File: src/rtl/ahb_err_slave.sv
// rtl/ahb_err_slave.sv - AHB default slave returning two-cycle ERROR responses with fault capture
module ahb_err_slave #(
  parameter int ADDR_WIDTH = 32,
  parameter int CNT_WIDTH  = 16
) (
  input  logic                  HCLK,
  input  logic                  HRESETn,
  input  logic                  err_sel_i,
  input  logic [1:0]            HTRANS_i,
  input  logic [ADDR_WIDTH-1:0] HADDR_i,
  input  logic                  HWRITE_i,
  input  logic                  HREADY_i,
  output logic                  HREADYOUT_o,
  output logic                  HRESP_o,
  output logic [31:0]           HRDATA_o,
  output logic [ADDR_WIDTH-1:0] err_addr_o,
  output logic                  err_write_o,
  output logic [CNT_WIDTH-1:0]  err_cnt_o,
  output logic                  irq_o,
  input  logic                  irq_clr_i
);

  typedef enum logic [1:0] {
    ST_IDLE = 2'b00,
    ST_ERR1 = 2'b01,
    ST_ERR2 = 2'b10
  } state_t;

  state_t state;
  state_t state_nxt;
  logic   accept;
  logic   ready_nxt;
  logic   resp_nxt;

  // ERR1 holds the bus stalled, so any select seen there belongs to a
  // transfer that has not yet reached its address phase and is ignored.
  assign accept = err_sel_i & HREADY_i & HTRANS_i[1] & (state != ST_ERR1);

  // Next state plus the response the bus sees while in that state.
  always_comb begin
    state_nxt = state;
    ready_nxt = 1'b1;
    resp_nxt  = 1'b0;
    case (state)
      ST_IDLE: if (accept) state_nxt = ST_ERR1;
      ST_ERR1: state_nxt = ST_ERR2;
      ST_ERR2: state_nxt = accept ? ST_ERR1 : ST_IDLE;
      default: state_nxt = ST_IDLE;
    endcase
    case (state_nxt)
      ST_ERR1: begin
        ready_nxt = 1'b0;
        resp_nxt  = 1'b1;
      end
      ST_ERR2: begin
        ready_nxt = 1'b1;
        resp_nxt  = 1'b1;
      end
      default: begin
        ready_nxt = 1'b1;
        resp_nxt  = 1'b0;
      end
    endcase
  end

  // State and bus response registers; outputs carry no path from inputs.
  always_ff @(posedge HCLK) begin
    if (!HRESETn) begin
      state       <= ST_IDLE;
      HREADYOUT_o <= 1'b1;
      HRESP_o     <= 1'b0;
    end else begin
      state       <= state_nxt;
      HREADYOUT_o <= ready_nxt;
      HRESP_o     <= resp_nxt;
    end
  end

  // Fault capture: address, direction and a saturating count of faults.
  always_ff @(posedge HCLK) begin
    if (!HRESETn) begin
      err_addr_o  <= '0;
      err_write_o <= 1'b0;
      err_cnt_o   <= '0;
    end else if (accept) begin
      err_addr_o  <= HADDR_i;
      err_write_o <= HWRITE_i;
      if (err_cnt_o != {CNT_WIDTH{1'b1}}) err_cnt_o <= err_cnt_o + 1'b1;
    end
  end

  // Sticky interrupt; a new fault in the clearing cycle keeps it raised.
  always_ff @(posedge HCLK) begin
    if (!HRESETn)       irq_o <= 1'b0;
    else if (accept)    irq_o <= 1'b1;
    else if (irq_clr_i) irq_o <= 1'b0;
  end

  assign HRDATA_o = 32'h0;

endmodule

File: config.mk
export PLATFORM = sky130hd
export DESIGN_NAME = ahb_err_slave
export DESIGN_NICKNAME = d
export VERILOG_FILES = /design/src/rtl/ahb_err_slave.sv
export SDC_FILE = /design/constraint.sdc
export NUM_CORES = 1
export LEC_CHECK = 0
export ABC_AREA = 0
export CELL_PAD_IN_SITES_DETAIL_PLACEMENT = 1
export CELL_PAD_IN_SITES_GLOBAL_PLACEMENT = 1
export CORE_MARGIN = 5
export CORE_UTILIZATION = 29
export CTS_CLUSTER_SIZE = 20
export DETAILED_ROUTE_END_ITERATION = 16
export PLACE_DENSITY_LB_ADDON = 0.1
export SLEW_MARGIN = 5
export SYNTH_ARGS = -nofsm -noshare
export SYNTH_HDL_FRONTEND = slang
export SYNTH_SLANG_ARGS = --single-unit
File: constraint.sdc
create_clock -name HCLK -period 3.4 [get_ports HCLK]
set_clock_uncertainty 0.05 [all_clocks]
set_input_delay 1.02 -clock HCLK [delete_from_list [all_inputs] [get_ports HCLK]]
set_output_delay 1.02 -clock HCLK [all_outputs]
set_load 0.05 [all_outputs]
==> results of run 1 <==
==> logic make-up (layout without fill, tap and decap cells) <==
family | count (synthesis) | in the layout
and+or+nand+nor | 119 | 119
AOI/OAI and AO/OA | 60 | 60
DFF | 54 | 54
buffers and inverters | 52 | 105
muxes | 3 | 3
adders and majority gates | 2 | 2
other | 1 | 32
==> placed cells by master (no fill, tap or decap), drive strengths merged, types with 2 or more instances in the layout <==
| master | n |
|---|---|
| o21ai | 5 |
| a21oi | 47 |
| or2 | 2 |
| and4 | 2 |
| ha | 2 |
| nand4 | 5 |
| nand2b | 6 |
| or3 | 2 |
| clkbuf | 6 |
| or4 | 9 |
| nand2 | 75 |
| nor2 | 5 |
| dfxtp | 54 |
| buf | 5 |
| conb | 32 |
| nor4 | 4 |
| nand3 | 4 |
| inv | 3 |
| o31ai | 8 |
| clkdlybuf4s50 | 90 |
| mux2i | 3 |
==> worst max-delay path, stage by stage <==
cell and delay, ns:
clkdlybuf4s50_1 0.45, nand3_1 0.14, or4_1 0.70, or4_1 0.53
a21oi_1 0.16
==> cell type report <==
class                      instances  area, sq um
tap                              102          128
fill                             953         4440
multi-input combinational        216         1070
sequential                        54         1080
clock inverter                     1         30.0
timing repair buffer              95          963
inverter                           3         11.3
clock buffer                       6         82.6
==> per-layer routing <==
layer	vias to the layer above	wire length (um)	track usage, %
met5	-	0	0
met4	0	39	3.15
met3	2	708	6.32
met2	71	3310	23.0
met1	1043	2800	15.4
li1	1084	-	-
==> power by group <==
part | total, mW | switching [mW] | internal [mW]
logic | 0.254 | 0.176 | 0.0778
registers | 0.655 | 0.00758 | 0.647
clock network | 0.444 | 0.208 | 0.236
total | 1.35 | 0.392 | 0.961
==> final timing paths <==
kind	to	slack, ns	cells past startpoint
max reg2reg	err_cnt_o[14]	1.18	5
min reg2reg	err_addr_o[5]	0.41	2
max	err_cnt_o[14]	0.58	5
min	err_addr_o[5]	0.41	2
==> sequential cells by signal, summed over array words and instances, names as in the netlist <==
signal / cells
err_addr_o: 32
err_cnt_o: 16
state: 2
HREADYOUT_o: 1
HRESP_o: 1
err_write_o: 1
irq_o: 1
==> metrics by stage <==
| step | hold slack [ns] | instances | setup WS (ns) |
|---|---|---|---|
| floorplan | 0.368 | 322 | 0.849 |
| global placement | 0.379 | 470 | 0.306 |
| detailed placement | 0.390 | 470 | 0.260 |
| CTS | 0.414 | 477 | 0.577 |
| global route | 0.433 | 477 | 0.516 |
| finish | 0.409 | 477 | 0.582 |
==> summary.txt, run 1 <==
Setup path
  – Path type of the worst setup path: input port to flop
  – Crit-path max FO: 8
  – R2R Path Start: err_cnt_o[0]
  – CP arrival: approximately 3.0 ns
  – Setup crit end kind: flop
  – Crit path launch: HTRANS_i[1]
  – CP required: 3.58 ns
  – CP startpoint kind: input port

Global routing
  – All-layer global routing usage: about 14%
  – First-pass GRT wire length: ~11000 um
  – Number of global-route vias before repair: around 2200
  – Grt ovf: 0
  – Largest net degree at the start of global routing: 35
  – Initial antenna violation count: 0

CTS
  – H-tree Lvls: 2
  – Post-CTS sizing: 0
  – CTS buffer count: 5
  – Cts hold-fix bufs: 0
  – Root buffer cell: clkbuf_8
  – Max clock buf depth: 2
  – Clock Sink Count: 54
  – Worst skew pair latency: roughly 0.3 ns
  – Post-CTS setup buffer count: 0
  – CTS tree: done
  – Clk slew on worst S/H paths: around 0.090 ns

Synth
  – Top FF cell, synth: dfxtp_1
  – Synth top area cells: dfxtp_1 (46%), nand2_1 (12%), buf_4 (10%)
  – Synth unique cells: 29
  – Main combinational cell family by area after synthesis: simple AND/OR/NAND/NOR gates
  – Post-Synth Adder-Cell Area: about 1.1%
  – Synth Instances: roughly 290
  – Biggest area consumer among synthesized cells: dfxtp_1
  – Synthesized area per cell: 8.06 sq um
  – Post-synth ARST share: 0%
  – Post-synth top cells: nand2_1 (75), dfxtp_1 (54), a21oi_1 (47), buf_4 (32), clkbuf_1 (12)
  – #FFs+latches synth: 54
  – Post-synthesis sequential area ratio: between 40% and 50%
  – Yosys warnings: 0
  – Number of synthesized flops with an enable pin: 0
  – Post-synth top area share: around 46%
  – Synth Cell Area: about 2300 sq um
  – Multiplexer share of the synthesized area: between 1 and 1.5%
  – XOR/XNOR share of the synthesized area: 0%
  – Post-synthesis compound-gate area fraction: between 10% and 20%
  – Simple-Gate Fraction of Synth Area: 24.1%
  – Count leader, synth: nand2_1

Power
  – Final Power: between 1 and 1.5 mW
  – Pleak: roughly 1.2 nW
  – PwrDens: about 400 nW/um^2
  – Peak VDD IR: roughly 0.00015 V

Timing
  – Hold Fails Final Rpt: 0
  – RSZ-0062 raised after global routing: no
  – Minimum clock period: approximately 2.8 ns
  – Final setup viols: 0
  – Max-slew violations: 0
  – Max Clock Freq: between 0.3 and 0.4 GHz
  – TNS Setup: 0 ns
  – Slew HR: 56.9%
  – Slew @ Worst Pin: between 0.6 and 0.7 ns
  – Final Cycle Share: between 80 and 90%

Floorplan
  – # IOs: 124
  – Cell Rows: 32
  – Die Wd: 99.9 um
  – Die Span Y: around 100 um
  – Initial core utilization: 30.0%
  – Core area: about 7800 sq um
  – Die area: between 9000 and 10000 sq um

Layout
  – Layout area overhead: 43.5%
  – Finished Cell Area: ~3400 sq um
  – Util after Layout: around 43%
  – Antenna cells: 0
  – Fin nets: approximately 420
  – Share of cells above drive strength 1: approximately 4.8%

Detailed routing
  – First-pass DRT Iterations: 4
  – DRT Wirelength: around 6900 um
  – DRT iter0 DRCs: 34
  – Antenna Nets Post-Route: 0
  – Vias: 2200
  – # DRC: 0
  – WL/cell: ~14 um
  – Vias per cell: 4.61

Hold path
  – Hold_sp: err_addr_o[5]
  – Hold crit path type: flop to flop

Place
  – GP Congestion: slightly above 0.7
  – # port buffers: 90
  – DP Wirelength: around 5000 um
  – Area post-placement: 3250 sq um

Outcome
  – Status: finished, final reports clean

Run
  – Number of max-cap violations: 0
(Power assumes the default switching activity.)
==> run 2, diff against run 1 <==
--- a/config.mk
+++ b/config.mk
@@ -9,7 +9,7 @@
 export CELL_PAD_IN_SITES_DETAIL_PLACEMENT = 1
 export CELL_PAD_IN_SITES_GLOBAL_PLACEMENT = 1
 export CORE_MARGIN = 5
-export CORE_UTILIZATION = 29
+export CORE_UTILIZATION = 24
 export CTS_CLUSTER_SIZE = 20
 export DETAILED_ROUTE_END_ITERATION = 16
 export PLACE_DENSITY_LB_ADDON = 0.1
==> constraint.sdc (replaced) <==
create_clock -name HCLK -period 2.5 [get_ports HCLK]
set_clock_uncertainty 0.05 [all_clocks]
set_input_delay 0.75 -clock HCLK [delete_from_list [all_inputs] [get_ports HCLK]]
set_output_delay 0.75 -clock HCLK [all_outputs]
set_load 0.05 [all_outputs]
==> run 2 against run 1 <==
  * Clock power grew 16%
  * Clock-buffer cell count grew 1
  * Sequential power grew 36%
  * Routed wire length grew 4.1%
  * Worst setup slack lost 0.53 ns
  * Hold slack lost 0.0084 ns
  * Flip-flop and latch count is the same
  * Critical path depth is the same
  * Via count grew 0.91%
  * Critical endpoint is now err_cnt_o[10]
  * Largest power group unchanged
  * Highest routed layer unchanged
==> summary.txt, run 2 (synthesized netlist as in run 1, its figures left out) <==
Run
  – Number of max-cap violations: 0 (unchanged)

Setup path
  – Path type of the worst setup path: input port to flop
  – CP arrival: 2.64 ns (-0.36 ns)
  – CP startpoint kind: input port
  – R2R cell count: 5 (unchanged)
  – CP required: 2.69 ns (-0.89 ns)
  – Crit-path max FO: 5 (-3)
  – Setup crit end kind: flop
  – R2R Setup Slk: 0.43 ns (-0.75 ns)

Floorplan
  – Die area: 11900 sq um (+19%)
  – Die Span Y: 109 um (+8.9%)
  – Core area: 9640 sq um (+23%)
  – Initial core utilization: 24.3% (-5.7 points)
  – # IOs: 124 (unchanged)
  – Die Wd: 109 um (+8.9%)
  – Cell Rows: 36 (+13%)

Place
  – Area post-placement: 3360 sq um (+3.2%)
  – GP Congestion: 0.682 (-6.3%)
  – DP Wirelength: 5170 um (+3.3%)
  – # port buffers: 90 (unchanged)
  – Pre-CTS setup slack: -0.303 ns (-0.563 ns)

Detailed routing
  – DRT iter0 DRCs: 45 (+32%)
  – DRT Wirelength: 7150 um (+4.1%)
  – Met3 Wirelength: 465 um (-34%)
  – Routed wire length on met2: 3580 um (+8.1%)
  – DR top layer: met4
  – M1 wire length: 3010 um (+7.5%)
  – Vias: 2220 (+0.91%)
  – First-pass DRT Iterations: 3 (-1)
  – Antenna Nets Post-Route: 0 (unchanged)
  – Vias per cell: 4.30 (-6.7%)
  – WL/cell: 13.8 um (-3.7%)
  – # DRC: 0 (unchanged)

CTS
  – Cts hold-fix bufs: 0 (unchanged)
  – CTS tree: done
  – Max clock buf depth: 2 (unchanged)
  – CTS buffer count: 5 (unchanged)
  – H-tree Lvls: 2 (unchanged)
  – Worst skew pair latency: 0.30 ns (about the same)
  – Clk slew on worst S/H paths: 0.10 ns (about the same)
  – Root buffer cell: clkbuf_8
  – Post-CTS setup buffer count: 0 (unchanged)
  – Clock Sink Count: 54 (unchanged)

Global routing
  – First-pass GRT wire length: 11100 um (+1.9%)
  – Grt ovf: 0 (unchanged)
  – Initial antenna violation count: 0 (unchanged)
  – Number of global-route vias before repair: 2222 (+0.63%)
  – Largest net degree at the start of global routing: 27 (-23%)
  – All-layer global routing usage: 11.9% (-1.6 points)

Timing
  – Worst hold slack: 0.400 ns (-0.00840 ns)
  – Final Cycle Share: 97.8%
  – Slew @ Worst Pin: 0.594 ns (-0.0464 ns)
  – Final setup viols: 0 (unchanged)
  – Max-slew violations: 0 (unchanged)
  – Post-route worst setup slack: 0.0556 ns (-0.526 ns)
  – Minimum clock period: 2.44 ns
  – Hold Fails Final Rpt: 0 (unchanged)
  – Slew HR: 60.0% (+3.1 points)
  – Max Clock Freq: a little over 0.4 GHz

Layout
  – Share of cells above drive strength 1: 7.05% (+2.2 points)
  – Layout area overhead: 47.6%
  – Finished Cell Area: 3460 sq um (+2.8%)
  – Biggest regs: err_addr_o (32), err_cnt_o (16), state (2)
  – Commonest non-fill, non-tap cells in the layout: clkdlybuf4s50_1 (88), nand2_1 (75), dfxtp_1 (54)
  – Max FFs per register: 32 (unchanged)
  – Top reg by flops: err_addr_o
  – Commonest non-fill, non-tap cell in the layout: clkdlybuf4s50_1
  – Fin nets: 424 (+1.7%)
  – Antenna cells: 0 (unchanged)

Power
  – PwrDens: 508 nW/um^2 (+26%)
  – Peak VDD IR: 0.000198 V (+29%)
  – Pleak: 1.23 nW (+5.8%)

Outcome
  – Status: finished, final reports clean

Hold path
  – Hold crit path type: flop to flop
  – Worst hold path cell count: 1 (-1)
-- run 2: changes by cell type in the layout (fill, tap and decap cells not counted), sizes merged --
| cell | change |
|---|---|
| buf | +7 |
| clkdlybuf4s50 | -2 |
| clkbuf | +1 |
| clkinv | +1 |
| bufinv | -1 |
| dlymetal6s2s | +2 |
-- run 2: path summary, 6_finish.rpt --
kind,from,endpoint
worst max-delay path,HTRANS_i[1],err_cnt_o[10]
worst min-delay path,state[0],state[0]
worst min register to register,state[0],state[0]
worst max register to register,err_cnt_o[0],err_cnt_o[10]
-- run 2: power by group --
part / leakage (nW) / internal [mW] / switching, mW
Sequential: 0.438 / 0.881 / 0.0102
Combinational: 0.741 / 0.111 / 0.243
Clock: 0.0482 / 0.225 / 0.291
Total: 1.23 / 1.22 / 0.544
-- run 2: final cells by class --
class,count,area [sq um]
sequential,54,1080
inverter,3,11.3
fill,1167,6180
tap,133,166
clock inverter,1,5.00
clock buffer,7,86.3
timing repair buffer,102,1030
multi-input combinational,216,1080
-- run 2: worst max-delay path: stages --
cell and delay (ns):
clkdlybuf4s50_1 0.45, nand3_1 0.17, or4_4 0.61, or4_1 0.51, a21oi_1 0.14
-- run 2: through the flow --
step	TNS, ns	total power, mW	std cells	util [%]
2_1_floorplan	0	1.17	322	-
3_3_place_gp	-2.18	1.27	508	34.8
3_5_place_dp	-2.69	1.27	508	34.8
4_1_cts	0	1.80	516	35.8
5_1_grt	-0.0231	1.85	516	35.9
6_report	0	1.76	516	35.9
-- run 2: per-layer routing --
layer | global-route usage (%) | up-vias
met3 | 3.55 | 6
met5 | 0 | -
met1 | 14.0 | 1048
li1 | - | 1102
met2 | 20.8 | 64
met4 | 3.52 | 0
-- run 2: timing repair --
item	4_1_cts	5_1_grt
hold endpoints to repair	0	0
gates resized for setup	0	4
setup endpoints to repair	0	7
==> run 3, diff against run 2 <==
--- a/config.mk
+++ b/config.mk
@@ -12,6 +12,7 @@
 export CORE_UTILIZATION = 24
 export CTS_CLUSTER_SIZE = 20
 export DETAILED_ROUTE_END_ITERATION = 16
+export HOLD_SLACK_MARGIN = 0.06
 export PLACE_DENSITY_LB_ADDON = 0.1
 export SLEW_MARGIN = 5
 export SYNTH_ARGS = -nofsm -noshare
==> constraint.sdc (replaced) <==
create_clock -name HCLK -period 2.1 [get_ports HCLK]
set_clock_uncertainty 0.05 [all_clocks]
set_input_delay 0.63 -clock HCLK [delete_from_list [all_inputs] [get_ports HCLK]]
set_output_delay 0.63 -clock HCLK [all_outputs]
set_load 0.05 [all_outputs]
==> run 3 against run 2 <==
  * First-iteration DRC count rose by 22%
  * Critical endpoint is now err_cnt_o[14]
  * Non-clock buffer count rose by 7
  * Global-route usage fell by 0.39 points
  * Critical path depth did not move
  * Combinational power rose by 15%
  * Clock-buffer cell count fell by 2
  * Flip-flop and latch count did not move
  * Sequential power rose by 19%
==> summary.txt, run 3 (synthesized netlist as in run 1, its figures left out) <==
Hold path
  – Worst hold path cell count: 1 (unchanged)
  – Hold crit path type: flop to flop

Setup path
  – Path type of the worst setup path: input port to flop
  – CP startpoint kind: input port
  – Setup crit end kind: flop
  – R2R Setup Slk: 0.19 ns (-0.24 ns)
  – Crit-path max FO: 4 (-1)
  – R2R cell count: 5 (unchanged)
  – R2R Path Start: err_cnt_o[0]
  – Crit path launch: HTRANS_i[1]
  – Crit path capture: err_cnt_o[14]
  – CP required: 2.30 ns (-0.39 ns)
  – CP arrival: 2.17 ns (-0.47 ns)
  – Worst R2R End: err_cnt_o[14]

Run
  – Number of max-cap violations: 0 (unchanged)

Place
  – # port buffers: 90 (unchanged)
  – Area post-placement: 3270 sq um (-2.5%)
  – DP Wirelength: 5270 um (+1.9%)
  – GP Congestion: 0.688 (+0.86%)

Timing
  – TNS Setup: 0 ns (unchanged)
  – Minimum clock period: slightly below 2 ns
  – Worst hold slack: 0.413 ns (+0.0132 ns)
  – RSZ-0062 raised after global routing: no
  – Hold Fails Final Rpt: 0 (unchanged)
  – Max Clock Freq: around 0.51 GHz
  – Final Cycle Share: approximately 94%
  – Final setup viols: 0 (unchanged)
  – Max-slew violations: 0 (unchanged)

CTS
  – H-tree Lvls: 2 (unchanged)
  – CTS buffer count: 5 (unchanged)
  – Root buffer cell: clkbuf_8
  – Clock Sink Count: 54 (unchanged)
  – Clk slew on worst S/H paths: 0.10 ns (about the same)
  – Max clock buf depth: 2 (unchanged)
  – CTS tree: done
  – Cts hold-fix bufs: 0 (unchanged)
  – Worst skew pair latency: 0.31 ns (about the same)

Layout
  – Fin nets: 431 (+1.7%)
  – Max FFs per register: 32 (unchanged)
  – Fillers: 1175 (+0.69%)
  – Share of cells above drive strength 1: 25.1% (+18 points)
  – Commonest non-fill, non-tap cells in the layout: nand2_1 (75), buf_4 (69), a21oi_1 (47)
  – Finished Cell Area: 3390 sq um (-2.1%)
  – Commonest non-fill, non-tap cell in the layout: nand2_1
  – Antenna cells: 0 (unchanged)
  – Layout area overhead: 44.5%
  – Top reg by flops: err_addr_o
  – Biggest regs: err_addr_o (32), err_cnt_o (16), state (2)

Global routing
  – Initial antenna violation count: 0 (unchanged)
  – First-pass GRT wire length: 10800 um (-2.5%)
  – Grt ovf: 0 (unchanged)
  – Number of global-route vias before repair: 2192 (-1.4%)
  – All-layer global routing usage: 11.5% (-0.39 points)
  – Largest net degree at the start of global routing: 26 (-3.7%)

Floorplan
  – # IOs: 124 (unchanged)
  – Cell Rows: 36 (unchanged)
  – Core area: 9640 sq um (unchanged)
  – Initial core utilization: 24.3% (unchanged)
  – Die Wd: 109 um (unchanged)
  – Die area: 11900 sq um (unchanged)
  – Die Span Y: 109 um (unchanged)

Power
  – Switching power: 672 uW (+24%)
  – Comb pwr share: 19.6% (-0.5 points)
  – Clk pwr share: 29.3% (about the same)
  – Sequential power share: 51.1% (+0.5 points)
  – Peak VDD IR: 0.000247 V (+24%)
  – Switching share of total power: 32.4% (+1.5 points)
  – PwrDens: 612 nW/um^2 (+20%)
  – Final Power: 2.08 mW (+18%)
  – Pleak: 1.32 nW (+7.4%)
  – Power Internal: 1.40 mW (+15%)

Detailed routing
  – DRT iter0 DRCs: 55 (+22%)
  – Vias: 2248 (+1.3%)
  – Antenna Nets Post-Route: 0 (unchanged)
  – DRT Wirelength: 6980 um (-2.3%)
  – First-pass DRT Iterations: 4 (+1)
  – # DRC: 0 (unchanged)
  – Vias per cell: 4.30 (about the same)
  – WL/cell: 13.3 um (-3.6%)

Outcome
  – Status: finished, final reports clean
## run 3: changes by cell type in the layout (fill, tap and decap cells not counted), moves of 2 or more
cell	delta
buf_12	-2
buf_4	+60
clkdlybuf4s50_1	-53
dfxtp_1	-8
dfxtp_2	+6
dfxtp_4	+2
dlygate4sd2_1	+3
dlymetal6s2s_1	-2
## run 3: metrics by stage
stage | util [%] | std cells | setup WS (ns)
2_1_floorplan | - | 322 | -0.0221
3_3_place_gp | 34.0 | 513 | -0.503
3_5_place_dp | 34.0 | 513 | -0.536
4_1_cts | 35.2 | 523 | 0.136
5_1_grt | 35.2 | 523 | 0.0712
6_report | 35.2 | 523 | 0.129
## run 3: worst min-delay path by stage
stage                     to  slack, ns      from
finish              state[0]       0.41  state[0]
CTS                 state[0]       0.41  state[0]
detailed placement  state[0]       0.39  state[0]
global placement    state[0]       0.39  state[0]
floorplan           state[0]       0.37  state[0]
global route        state[0]       0.43  state[0]
## run 3: cell type report
class	count	area (sq um)	share of cell area (%)
tap	133	166	4.91
multi-input combinational	216	1100	32.5
timing repair buffer	109	926	27.3
inverter	3	11.3	0.332
sequential	54	1100	32.3
clock inverter	3	21.3	0.627
clock buffer	5	68.8	2.03
## run 3: power by group through the flow
stage / Combinational, mW / Clock [mW] / Sequential (mW)
floorplan: 0.230 / 0 / 1.17
CTS: 0.412 / 0.637 / 1.06
global placement: 0.412 / 0 / 1.08
finish: 0.408 / 0.607 / 1.06
global route: 0.433 / 0.676 / 1.06
detailed placement: 0.414 / 0 / 1.08
## run 3: metal layers
| layer | vias up | global-route usage, % | part of all wire [%] |
|---|---|---|---|
| met1 | 1064 | 14.0 | 43 |
| met4 | 0 | 3.52 | 1.3 |
| met2 | 65 | 20.0 | 50 |
| met3 | 6 | 2.66 | 5.7 |
| met5 | - | 0 | 0 |
| li1 | 1113 | - | - |
## run 3: worst max-delay path, cell delays in order
cell	delay (ns)
dlygate4sd2_1	0.20
nand3_2	0.11
or4_4	0.58
or4_1	0.51
a21oi_1	0.13
## run 3: repair_timing
action	in CTS	in global routing
endpoints found under the setup margin	11	0
buffers inserted	2	0
endpoints found under the hold margin	0	0
gates resized for setup	7	0
